[src/rtl/sd_dat_pkg.sv]
// Shared types and constants for the SD DAT-line receive controller.
package sd_dat_pkg;

  typedef enum logic [2:0] {
    StIdle,
    StArm,
    StRecv,
    StStatus,
    StFinish
  } sd_rx_state_e;

  localparam int unsigned SD_MAX_BLOCK_LEN = 511;

  localparam logic [2:0] SD_CRC_TOKEN_POS = 3'b010;
  localparam logic [2:0] SD_CRC_TOKEN_NEG = 3'b101;

  typedef struct packed {
    logic crc_err;
    logic aborted;
    logic timeout;
    logic len_err;
  } sd_done_cause_t;

endpackage

[src/rtl/sd_dat_addr_gen.sv]
// Buffer byte-address register: load with mode, then step in incrementing or fixed mode.
module sd_dat_addr_gen #(
  parameter int unsigned ADDR_W = 17
) (
  input  logic              clock,
  input  logic              reset,
  input  logic              load_i,
  input  logic [ADDR_W-1:0] load_addr_i,
  input  logic              load_inc_i,
  input  logic              step_i,
  output logic [ADDR_W-1:0] addr_o
);

  logic [ADDR_W-1:0] addr_q, addr_d;
  logic              inc_q, inc_d;

  always_comb begin
    addr_d = addr_q;
    inc_d  = inc_q;
    if (load_i) begin
      addr_d = load_addr_i;
      inc_d  = load_inc_i;
    end else if (step_i && inc_q) begin
      // Wraps naturally modulo 2^ADDR_W.
      addr_d = addr_q + 1'b1;
    end
  end

  always_ff @(posedge clock) begin
    if (reset) begin
      addr_q <= '0;
      inc_q  <= 1'b0;
    end else begin
      addr_q <= addr_d;
      inc_q  <= inc_d;
    end
  end

  assign addr_o = addr_q;

endmodule

[src/rtl/sd_dat_rx_ctrl.sv]
// Host-to-card DAT receive sequencer: arms the receiver per block, writes bytes to the buffer,
// and hands each block's CRC result to the status-token sender. Timeout needs SD_RX_TIMEOUT_EN.
module sd_dat_rx_ctrl
  import sd_dat_pkg::*;
#(
  parameter int unsigned ADDR_W         = 17,
  parameter int unsigned TIMEOUT_CYCLES = 1048576
) (
  input  logic              clock,
  input  logic              reset,
  input  logic              xfer_start,
  input  logic [8:0]        xfer_block_len,
  input  logic [8:0]        xfer_block_count,
  input  logic [ADDR_W-1:0] xfer_addr,
  input  logic              xfer_addr_inc,
  input  logic              xfer_abort,
  output logic              rx_read_strobe,
  output logic [8:0]        rx_data_count,
  input  logic              rx_byte_strobe,
  input  logic [7:0]        rx_byte,
  input  logic              rx_all_strobe,
  input  logic              rx_crc_ok,
  output logic              buf_we,
  output logic [ADDR_W-1:0] buf_addr,
  output logic [7:0]        buf_wdata,
  output logic              status_strobe,
  output logic              status_crc_ok,
  input  logic              status_done,
  output logic              busy,
  output logic [8:0]        blocks_done,
  output logic              done_strobe,
  output logic              done_crc_err,
  output logic              done_aborted,
  output logic              done_timeout,
  output logic              done_len_err
);

  sd_rx_state_e      state_q, state_d;
  logic [8:0]        len_q, len_d;
  logic [8:0]        count_q, count_d;
  logic [8:0]        byte_cnt_q, byte_cnt_d;
  logic [8:0]        blocks_done_q, blocks_done_d;
  logic              busy_q, busy_d;
  logic              rx_read_strobe_q, rx_read_strobe_d;
  logic [8:0]        rx_data_count_q, rx_data_count_d;
  logic              buf_we_q, buf_we_d;
  logic [ADDR_W-1:0] buf_addr_q, buf_addr_d;
  logic [7:0]        buf_wdata_q, buf_wdata_d;
  logic              status_strobe_q, status_strobe_d;
  logic              status_crc_ok_q, status_crc_ok_d;
  logic              done_strobe_q, done_strobe_d;
  sd_done_cause_t    cause_q, cause_d;

  logic              addr_load;
  logic              addr_step;
  logic [ADDR_W-1:0] cur_addr;

`ifdef SD_RX_TIMEOUT_EN
  localparam int unsigned TmoW = $clog2(TIMEOUT_CYCLES + 1);
  logic [TmoW-1:0] tmo_q, tmo_d;
`endif

  sd_dat_addr_gen #(
    .ADDR_W(ADDR_W)
  ) u_addr_gen (
    .clock      (clock),
    .reset      (reset),
    .load_i     (addr_load),
    .load_addr_i(xfer_addr),
    .load_inc_i (xfer_addr_inc),
    .step_i     (addr_step),
    .addr_o     (cur_addr)
  );

  always_comb begin
    state_d          = state_q;
    len_d            = len_q;
    count_d          = count_q;
    byte_cnt_d       = byte_cnt_q;
    blocks_done_d    = blocks_done_q;
    busy_d           = busy_q;
    rx_read_strobe_d = 1'b0;
    rx_data_count_d  = rx_data_count_q;
    buf_we_d         = 1'b0;
    buf_addr_d       = buf_addr_q;
    buf_wdata_d      = buf_wdata_q;
    status_strobe_d  = 1'b0;
    status_crc_ok_d  = status_crc_ok_q;
    done_strobe_d    = 1'b0;
    cause_d          = '0;
    addr_load        = 1'b0;
    addr_step        = 1'b0;
`ifdef SD_RX_TIMEOUT_EN
    tmo_d            = tmo_q;
`endif

    unique case (state_q)
      StIdle: begin
        if (xfer_start) begin
          if (xfer_block_len == 9'd0) begin
            done_strobe_d   = 1'b1;
            cause_d.len_err = 1'b1;
          end else begin
            len_d            = xfer_block_len;
            count_d          = xfer_block_count;
            blocks_done_d    = '0;
            busy_d           = 1'b1;
            addr_load        = 1'b1;
            rx_read_strobe_d = 1'b1;
            rx_data_count_d  = xfer_block_len;
            state_d          = StArm;
          end
        end
      end

      StArm: begin
        if (xfer_abort) begin
          state_d         = StFinish;
          done_strobe_d   = 1'b1;
          busy_d          = 1'b0;
          cause_d.aborted = 1'b1;
        end else begin
          byte_cnt_d = len_q;
`ifdef SD_RX_TIMEOUT_EN
          tmo_d      = TmoW'(TIMEOUT_CYCLES);
`endif
          state_d    = StRecv;
        end
      end

      StRecv: begin
        if (xfer_abort) begin
          state_d         = StFinish;
          done_strobe_d   = 1'b1;
          busy_d          = 1'b0;
          cause_d.aborted = 1'b1;
        end else begin
          // Strobes beyond the armed length are dropped.
          if (rx_byte_strobe && (byte_cnt_q != 9'd0)) begin
            buf_we_d    = 1'b1;
            buf_wdata_d = rx_byte;
            buf_addr_d  = cur_addr;
            addr_step   = 1'b1;
            byte_cnt_d  = byte_cnt_q - 9'd1;
          end
          if (rx_all_strobe) begin
            status_strobe_d = 1'b1;
            status_crc_ok_d = rx_crc_ok;
            if (rx_crc_ok && (blocks_done_q != 9'(SD_MAX_BLOCK_LEN))) begin
              blocks_done_d = blocks_done_q + 9'd1;
            end
            state_d = StStatus;
          end
`ifdef SD_RX_TIMEOUT_EN
          else if (tmo_q <= TmoW'(1)) begin
            state_d         = StFinish;
            done_strobe_d   = 1'b1;
            busy_d          = 1'b0;
            cause_d.timeout = 1'b1;
          end else begin
            tmo_d = tmo_q - TmoW'(1);
          end
`endif
        end
      end

      StStatus: begin
        if (xfer_abort) begin
          state_d         = StFinish;
          done_strobe_d   = 1'b1;
          busy_d          = 1'b0;
          cause_d.aborted = 1'b1;
        end else if (status_done) begin
          if (!status_crc_ok_q) begin
            state_d         = StFinish;
            done_strobe_d   = 1'b1;
            busy_d          = 1'b0;
            cause_d.crc_err = 1'b1;
          end else if ((count_q != 9'd0) && (blocks_done_q == count_q)) begin
            state_d       = StFinish;
            done_strobe_d = 1'b1;
            busy_d        = 1'b0;
          end else begin
            rx_read_strobe_d = 1'b1;
            rx_data_count_d  = len_q;
            state_d          = StArm;
          end
        end
      end

      StFinish: begin
        state_d = StIdle;
      end

      default: begin
        state_d = StIdle;
        busy_d  = 1'b0;
      end
    endcase
  end

  always_ff @(posedge clock) begin
    if (reset) begin
      state_q          <= StIdle;
      len_q            <= '0;
      count_q          <= '0;
      byte_cnt_q       <= '0;
      blocks_done_q    <= '0;
      busy_q           <= 1'b0;
      rx_read_strobe_q <= 1'b0;
      rx_data_count_q  <= '0;
      buf_we_q         <= 1'b0;
      buf_addr_q       <= '0;
      buf_wdata_q      <= '0;
      status_strobe_q  <= 1'b0;
      status_crc_ok_q  <= 1'b0;
      done_strobe_q    <= 1'b0;
      cause_q          <= '0;
`ifdef SD_RX_TIMEOUT_EN
      tmo_q            <= '0;
`endif
    end else begin
      state_q          <= state_d;
      len_q            <= len_d;
      count_q          <= count_d;
      byte_cnt_q       <= byte_cnt_d;
      blocks_done_q    <= blocks_done_d;
      busy_q           <= busy_d;
      rx_read_strobe_q <= rx_read_strobe_d;
      rx_data_count_q  <= rx_data_count_d;
      buf_we_q         <= buf_we_d;
      buf_addr_q       <= buf_addr_d;
      buf_wdata_q      <= buf_wdata_d;
      status_strobe_q  <= status_strobe_d;
      status_crc_ok_q  <= status_crc_ok_d;
      done_strobe_q    <= done_strobe_d;
      cause_q          <= cause_d;
`ifdef SD_RX_TIMEOUT_EN
      tmo_q            <= tmo_d;
`endif
    end
  end

  assign rx_read_strobe = rx_read_strobe_q;
  assign rx_data_count  = rx_data_count_q;
  assign buf_we         = buf_we_q;
  assign buf_addr       = buf_addr_q;
  assign buf_wdata      = buf_wdata_q;
  assign status_strobe  = status_strobe_q;
  assign status_crc_ok  = status_crc_ok_q;
  assign busy           = busy_q;
  assign blocks_done    = blocks_done_q;
  assign done_strobe    = done_strobe_q;
  assign done_crc_err   = cause_q.crc_err;
  assign done_aborted   = cause_q.aborted;
  assign done_len_err   = cause_q.len_err;
`ifdef SD_RX_TIMEOUT_EN
  assign done_timeout   = cause_q.timeout;
`else
  assign done_timeout   = 1'b0;
`endif

endmodule

[config.mk]
export PLATFORM = sky130hd
export DESIGN_NAME = sd_dat_rx_ctrl
export DESIGN_NICKNAME = d
export VERILOG_FILES = /design/src/rtl/sd_dat_pkg.sv /design/src/rtl/sd_dat_addr_gen.sv /design/src/rtl/sd_dat_rx_ctrl.sv
export SDC_FILE = /design/constraint.sdc
export NUM_CORES = 1
export LEC_CHECK = 0
export BUFFER_PORTS_ARGS = -buffer_cell sky130_fd_sc_hd__buf_2
export CORE_UTILIZATION = 40
export CTS_CLUSTER_SIZE = 10
export DETAILED_ROUTE_END_ITERATION = 6
export GPL_ROUTABILITY_DRIVEN = 0
export GPL_TIMING_DRIVEN = 0
export PLACE_DENSITY = 0.6
export SKIP_CTS_REPAIR_TIMING = 1
export SLEW_MARGIN = 20
export SYNTH_ARGS = -nofsm -noshare
export SYNTH_HDL_FRONTEND = slang
export SYNTH_SLANG_ARGS = --single-unit
[constraint.sdc]
create_clock -name clock -period 3.25 [get_ports clock]
set_input_delay 0.325 -clock clock [delete_from_list [all_inputs] [get_ports clock]]
set_output_delay 0.325 -clock clock [all_outputs]
set_load 0.01 [all_outputs]
* After elaboration in Yosys (flattened, before gate mapping)
Cells that the tools add are included.
** Storage, ports and cells
- Register bits after elaboration :: 100
- Input bits :: 52
- Logic and storage cells :: 135
** Operators by class
- Add/subtract/negate cells :: 3
- Equality and inequality tests :: 21
- Mux-type cells :: 58
- Bitwise operators :: 8
- Reductions and logical operators :: 26
** Operator list (number)
- 2-to-1 mux 9 bit :: 14
- one-hot mux 9 bit (2 select lines) :: 3
- 2-to-1 mux 17 bit :: 2
- 2-to-1 mux 3 bit :: 9
- 2-to-1 mux 1 bit :: 26
- inequality test 2 bit (second input constant) :: 11
- nonzero test 9 bit :: 2
- adder 17 x 1 -> 17 bit (second input constant) :: 1
- one-hot mux 3 bit (4 select lines) :: 1
- AND reduction 6 bit :: 2
- adder 9 x 1 -> 9 bit (second input constant) :: 1
- == test 9 bit :: 1
- zero test 9 bit :: 1
- inequality test 9 bit (second input constant) :: 1
- AND reduction 3 bit :: 3
- subtractor 9 x 1 -> 9 bit (second input constant) :: 1
- inverter 1 bit :: 8
- AND reduction 4 bit :: 2
- nonzero test 2 bit :: 4
- AND reduction 7 bit :: 1
- == test 3 x 2 -> 1 bit (second input constant) :: 2
- inequality test 3 bit (second input constant) :: 2
- OR reduction 2 bit :: 3
- OR reduction 3 bit :: 2
- other kinds (10) :: 13

* Longest topological paths before layout
- Depth in word-level cells :: 8
- Gate-level depth with buffers :: 10
- Depth with buffers taken out :: 9

* Cells and area by module
Synthesis repeated with hierarchy kept, for this count alone.
** Unflattened totals
- Cell total of the unflattened synthesis :: 556
- Area, all modules :: 4598.2 sq um
** By module, submodules not included
- sd_dat_rx_ctrl :: times used 1, cells an instance 439, area each 3617.2 sq um, seq. area each 1641.6 sq um
- sd_dat_addr_gen :: times used 1, cells an instance 117, area each 980.9 sq um, seq. area each 360.3 sq um

* Worst setup path before layout
OpenSTA, ideal clock, no wires.
- Path kind :: register to register
- From :: reg byte_cnt_q[4]
- To :: reg u_addr_gen.addr_q[8] (netlist: u_addr_gen.addr_o[8])
- Setup time :: 0.086 ns
- Data arrival time :: 2.167 ns
- Slack :: 0.998 ns
- Cell stages (with the launch flop) :: 9
- Buffers on the path :: 2
- Period minus slack after synthesis :: 2.252 ns
- Cell sequence :: dfxtp_1 -> clkbuf_1 -> or4_1 -> o311ai_2 -> buf_2 -> nor2_1 -> and2_1 -> xnor2_1 -> a211oi_1
** On the way
- Word-level cells in the longest chain between the ends :: 7
** Ends and longest elaborated chain
- start, declared :: line sd_dat_rx_ctrl.sv:41 : logic [8:0] byte_cnt_q, byte_cnt_d;
- start signal, assigned :: line sd_dat_rx_ctrl.sv:226 : byte_cnt_q <= byte_cnt_d;
- nonzero test 9 bit :: line sd_dat_rx_ctrl.sv:139 : if (rx_byte_strobe && (byte_cnt_q != 9'd0)) begin
- logical AND 1 bit :: line sd_dat_rx_ctrl.sv:139
- 2-to-1 mux 1 bit :: line sd_dat_rx_ctrl.sv:139
- 2-to-1 mux 1 bit :: line sd_dat_rx_ctrl.sv:132 : if (xfer_abort) begin
- 2-to-1 mux 1 bit
- logical AND 1 bit :: line sd_dat_addr_gen.sv:23 : end else if (step_i && inc_q) begin
- nonzero test 2 bit (no source line)
- end signal, assigned :: line sd_dat_addr_gen.sv:34 : addr_q <= addr_d;
- end, declared :: line sd_dat_addr_gen.sv:14 : logic [ADDR_W-1:0] addr_q, addr_d;
No other way between the ends.
A chain may end at the register's enable or synchronous reset.

* Worst setup path in the final report
Same ends and word-level chain as after synthesis.

==> qor.yml <==
grt_antenna_before_repair: 0
yosysTopAreaCellShare_pct: 45.01
period_minus_slack_ns: 2.644
combinationalPowerShare_pct: 15.3
r2r_slack_ns: 0.61
critPathMaxStageDelay_ns: 0.63
finalCritPeriodShare_pct: 81.35
io_pins: 105
io_buffer_count: 101
power_density_nw_per_um2: 505.8
grt_max_degree: 19
synth.distinct_cells: 54
route.detailed.drc: 0
startpoint: "byte_cnt_q[4]"
layout_setup_ws_ns: 0.6061
dpl.hpwl_um: 9197
yosysWarnings: 0
m1WireLength_um: 5868
clockRootBuffer: "clkbuf_8"
slew_viol_final: 0
place_inst: 784
swShare_pct: 28.59
crit_path_start_kind: "flip-flop"
instances_no_fill: 800
postSynthAreaPerCell_um2: 8.192
die_area_um2: 11550
cts.path.max_buffers: 2
synthTopCellsByArea: "dfxtp_1 45%, nand2_1 9.3%, a21oi_1 6.2%"
ir_worst_vdd_mv: 0.2400
worstPathCellList: "clkbuf_1 > or4_1 > o311ai_2 > buf_2 > nor2_1 > and2_1 > xnor2_1 > a211oi_1"
synth_top_cell_by_area: "dfxtp_1"
p_switching_mw: 0.7760
setup_viol: 0
rr_endpoint: "u_addr_gen.addr_o[8]"
synthFlopType: "dfxtp_1"
timing.fmax_mhz: 378.2
ys_ff_latch: 100
r2r_cells: 8
h-tree-depth: 3
num_vias: 4230
finClkSkew_ns: 0.01761
path_max_fanout: 10
start_util_pct: 41.03
area_growth_pct: 20.65
drive_above_1_share_pct: 20.45
rsz0062_at_grt: "false"
hold_path_class: "input port to flip-flop"
cap_viol_max_count: 0
critical_path_required_ns: 3.55
synth.most_common_cell: "nand2_1"
p_seq_share_pct: 50.3
drtIter0Drc: 285
path_class: "flip-flop to flip-flop"
die_x_um: 107.5
nets: 712
status: "completed"
r2r-start: "byte_cnt_q[4]"
fillers: 1113
p_clk_share_pct: 34.3
synthTopCellsByCount: "110 x nand2_1, 100 x dfxtp_1, 55 x a21oi_1, 55 x nor2_1, 25 x clkbuf_1"
slew_headroom_pct: 42.68
numCtsBuffers: 9
tns_ns: 0
grt_overflow: 0
clock_latency_ns: 0.37
gr-usage-all-layers_pct: 21.90
synth_nets: 600
grt_pass1_wl_um: 19730
ys_async_sr_fraction_pct: 0
p_leak_nw: 2.216
endpoint: "u_addr_gen.addr_o[8]"
utilization_pct: 49.50
tritoncts: "built"
antennaDiodeCount: 0
tightest_slew_ns: 0.8533
place_ws_ns: 0.6109
grt_pass1_vias: 3873
synth_cells: 543
hold_viol: 0
avgRoutedWirePerCell_um: 15.36
crit_arrival_ns: 2.94
wl_met3_um: 678
path_clk_slew_ns: 0.11
mappedNetlistArea_um2: 4448
synth-edff-count: 0
cts.sinks: 100
routed_wl_um: 12290
drt_pre_antenna_iters: 7
core_area_um2: 10840
cp_slowest_cell: "or4_1"
num_rows: 38
highest_layer: "met4"
die_height_um: 107.5
ys_seq_area_share_pct: 45.01
route.met2.wl_um: 5501
viasPerCell: 5.288
end_kind: "flip-flop"
internal-power_mw: 1.938
drtAntennaViolNets: 0
==> layout make-up <==
class	instances	area, um^2	area share (%)
clock buffers	10	137.6	2.565
well taps	140	175.2	3.264
plain buffers	36	158.9	2.961
repair buffers	101	505.5	9.419
flip-flops and latches	100	2002	37.30
clock inverters	6	100.1	1.865
inverters	7	26.28	0.4896
multi-input cells	400	2261	42.13
==> worst min-delay path by stage <==
stage / from / to / slack [ns] / cells after the start
global route: rx_byte[3] / buf_wdata[3] / 0.18 / 3
finish: rx_byte[5] / buf_wdata[5] / 0.19 / 3
CTS: rx_byte[5] / buf_wdata[5] / 0.17 / 3
global placement: buf_wdata[6] / buf_wdata[6] / 0.44 / 2
detailed placement: buf_wdata[5] / buf_wdata[5] / 0.45 / 2
floorplan: status_done / state_q[1] / 0.44 / 1
==> cell families after synthesis <==
kind of cell,Yosys count,share of synthesized area [%]
and+or+nand+nor,230,23.21
AOI/OAI and AO/OA,125,18.20
DFF,100,45.01
buffers and inverters,43,4.163
xor gates and xnor gates,30,5.907
muxes,9,2.025
adders and majority gates,5,1.406
other,1,0.08431
==> critical path: cells and delay by family, from the launching register on <==
| family | cells | cell delay [ns] |
|---|---|---|
| xor gates and xnor gates | 1 | 0.12 |
| and+or+nand+nor | 3 | 0.90 |
| buffers and inverters | 2 | 0.53 |
| DFF | 1 | 0.31 |
| AOI/OAI and AO/OA | 2 | 0.72 |
==> per-layer routing <==
metal  up-vias  GRT usage (%)
li1       2108              -
met1      1961          30.27
met2       143          34.47
met3        18          3.269
met4         0          8.023
met5         -              0
==> state kept, by name, summed over array words and instances, names as in the netlist, 3 cells and up <==
signal,cells
byte_cnt_q,9
count_q,9
buf_wdata,8
state_q,3
len_q,9
u_addr_gen.addr_o,17
blocks_done,9
rx_data_count,9
buf_addr,17
==> layout by cell type, fill, tap and decap left out, drive strengths merged, types with 2 or more instances in the layout <==
cell type	instances
and3	11
a41o	2
nand2	110
a2bb2oi	4
xor2	12
ha	5
nor3	8
a22o	2
nand3	14
or3	2
nor2b	4
a21oi	55
nor2	55
nand2b	3
a211oi	24
nor4	6
nand4	8
dfxtp	100
a31o	2
or4	2
mux2i	9
nor3b	2
a211o	2
a311oi	5
clkbuf	35
o21ai	14
bufinv	2
and2	2
xnor2	18
buf	112
inv	11
a22oi	2
==> power by group through the flow <==
stage / combinational [mW] / sequential [mW] / clock (mW)
floorplan: 0.267 / 1.39 / 0
detailed placement: 0.412 / 1.39 / 0
global placement: 0.404 / 1.39 / 0
global route: 0.462 / 1.38 / 1.01
CTS: 0.415 / 1.37 / 0.963
finish: 0.416 / 1.37 / 0.932
==> stage by stage <==
stage | hold WS (ns) | instance area [um^2] | power, mW
2_1_floorplan | 0.4397 | 4448 | 1.654
3_3_place_gp | 0.4399 | 5129 | 1.795
3_5_place_dp | 0.4451 | 5129 | 1.806
4_1_cts | 0.1725 | 5366 | 2.743
5_1_grt | 0.1754 | 5366 | 2.847
6_report | 0.1865 | 5366 | 2.714
No activity file was read; power rests on OpenSTA's default activity.
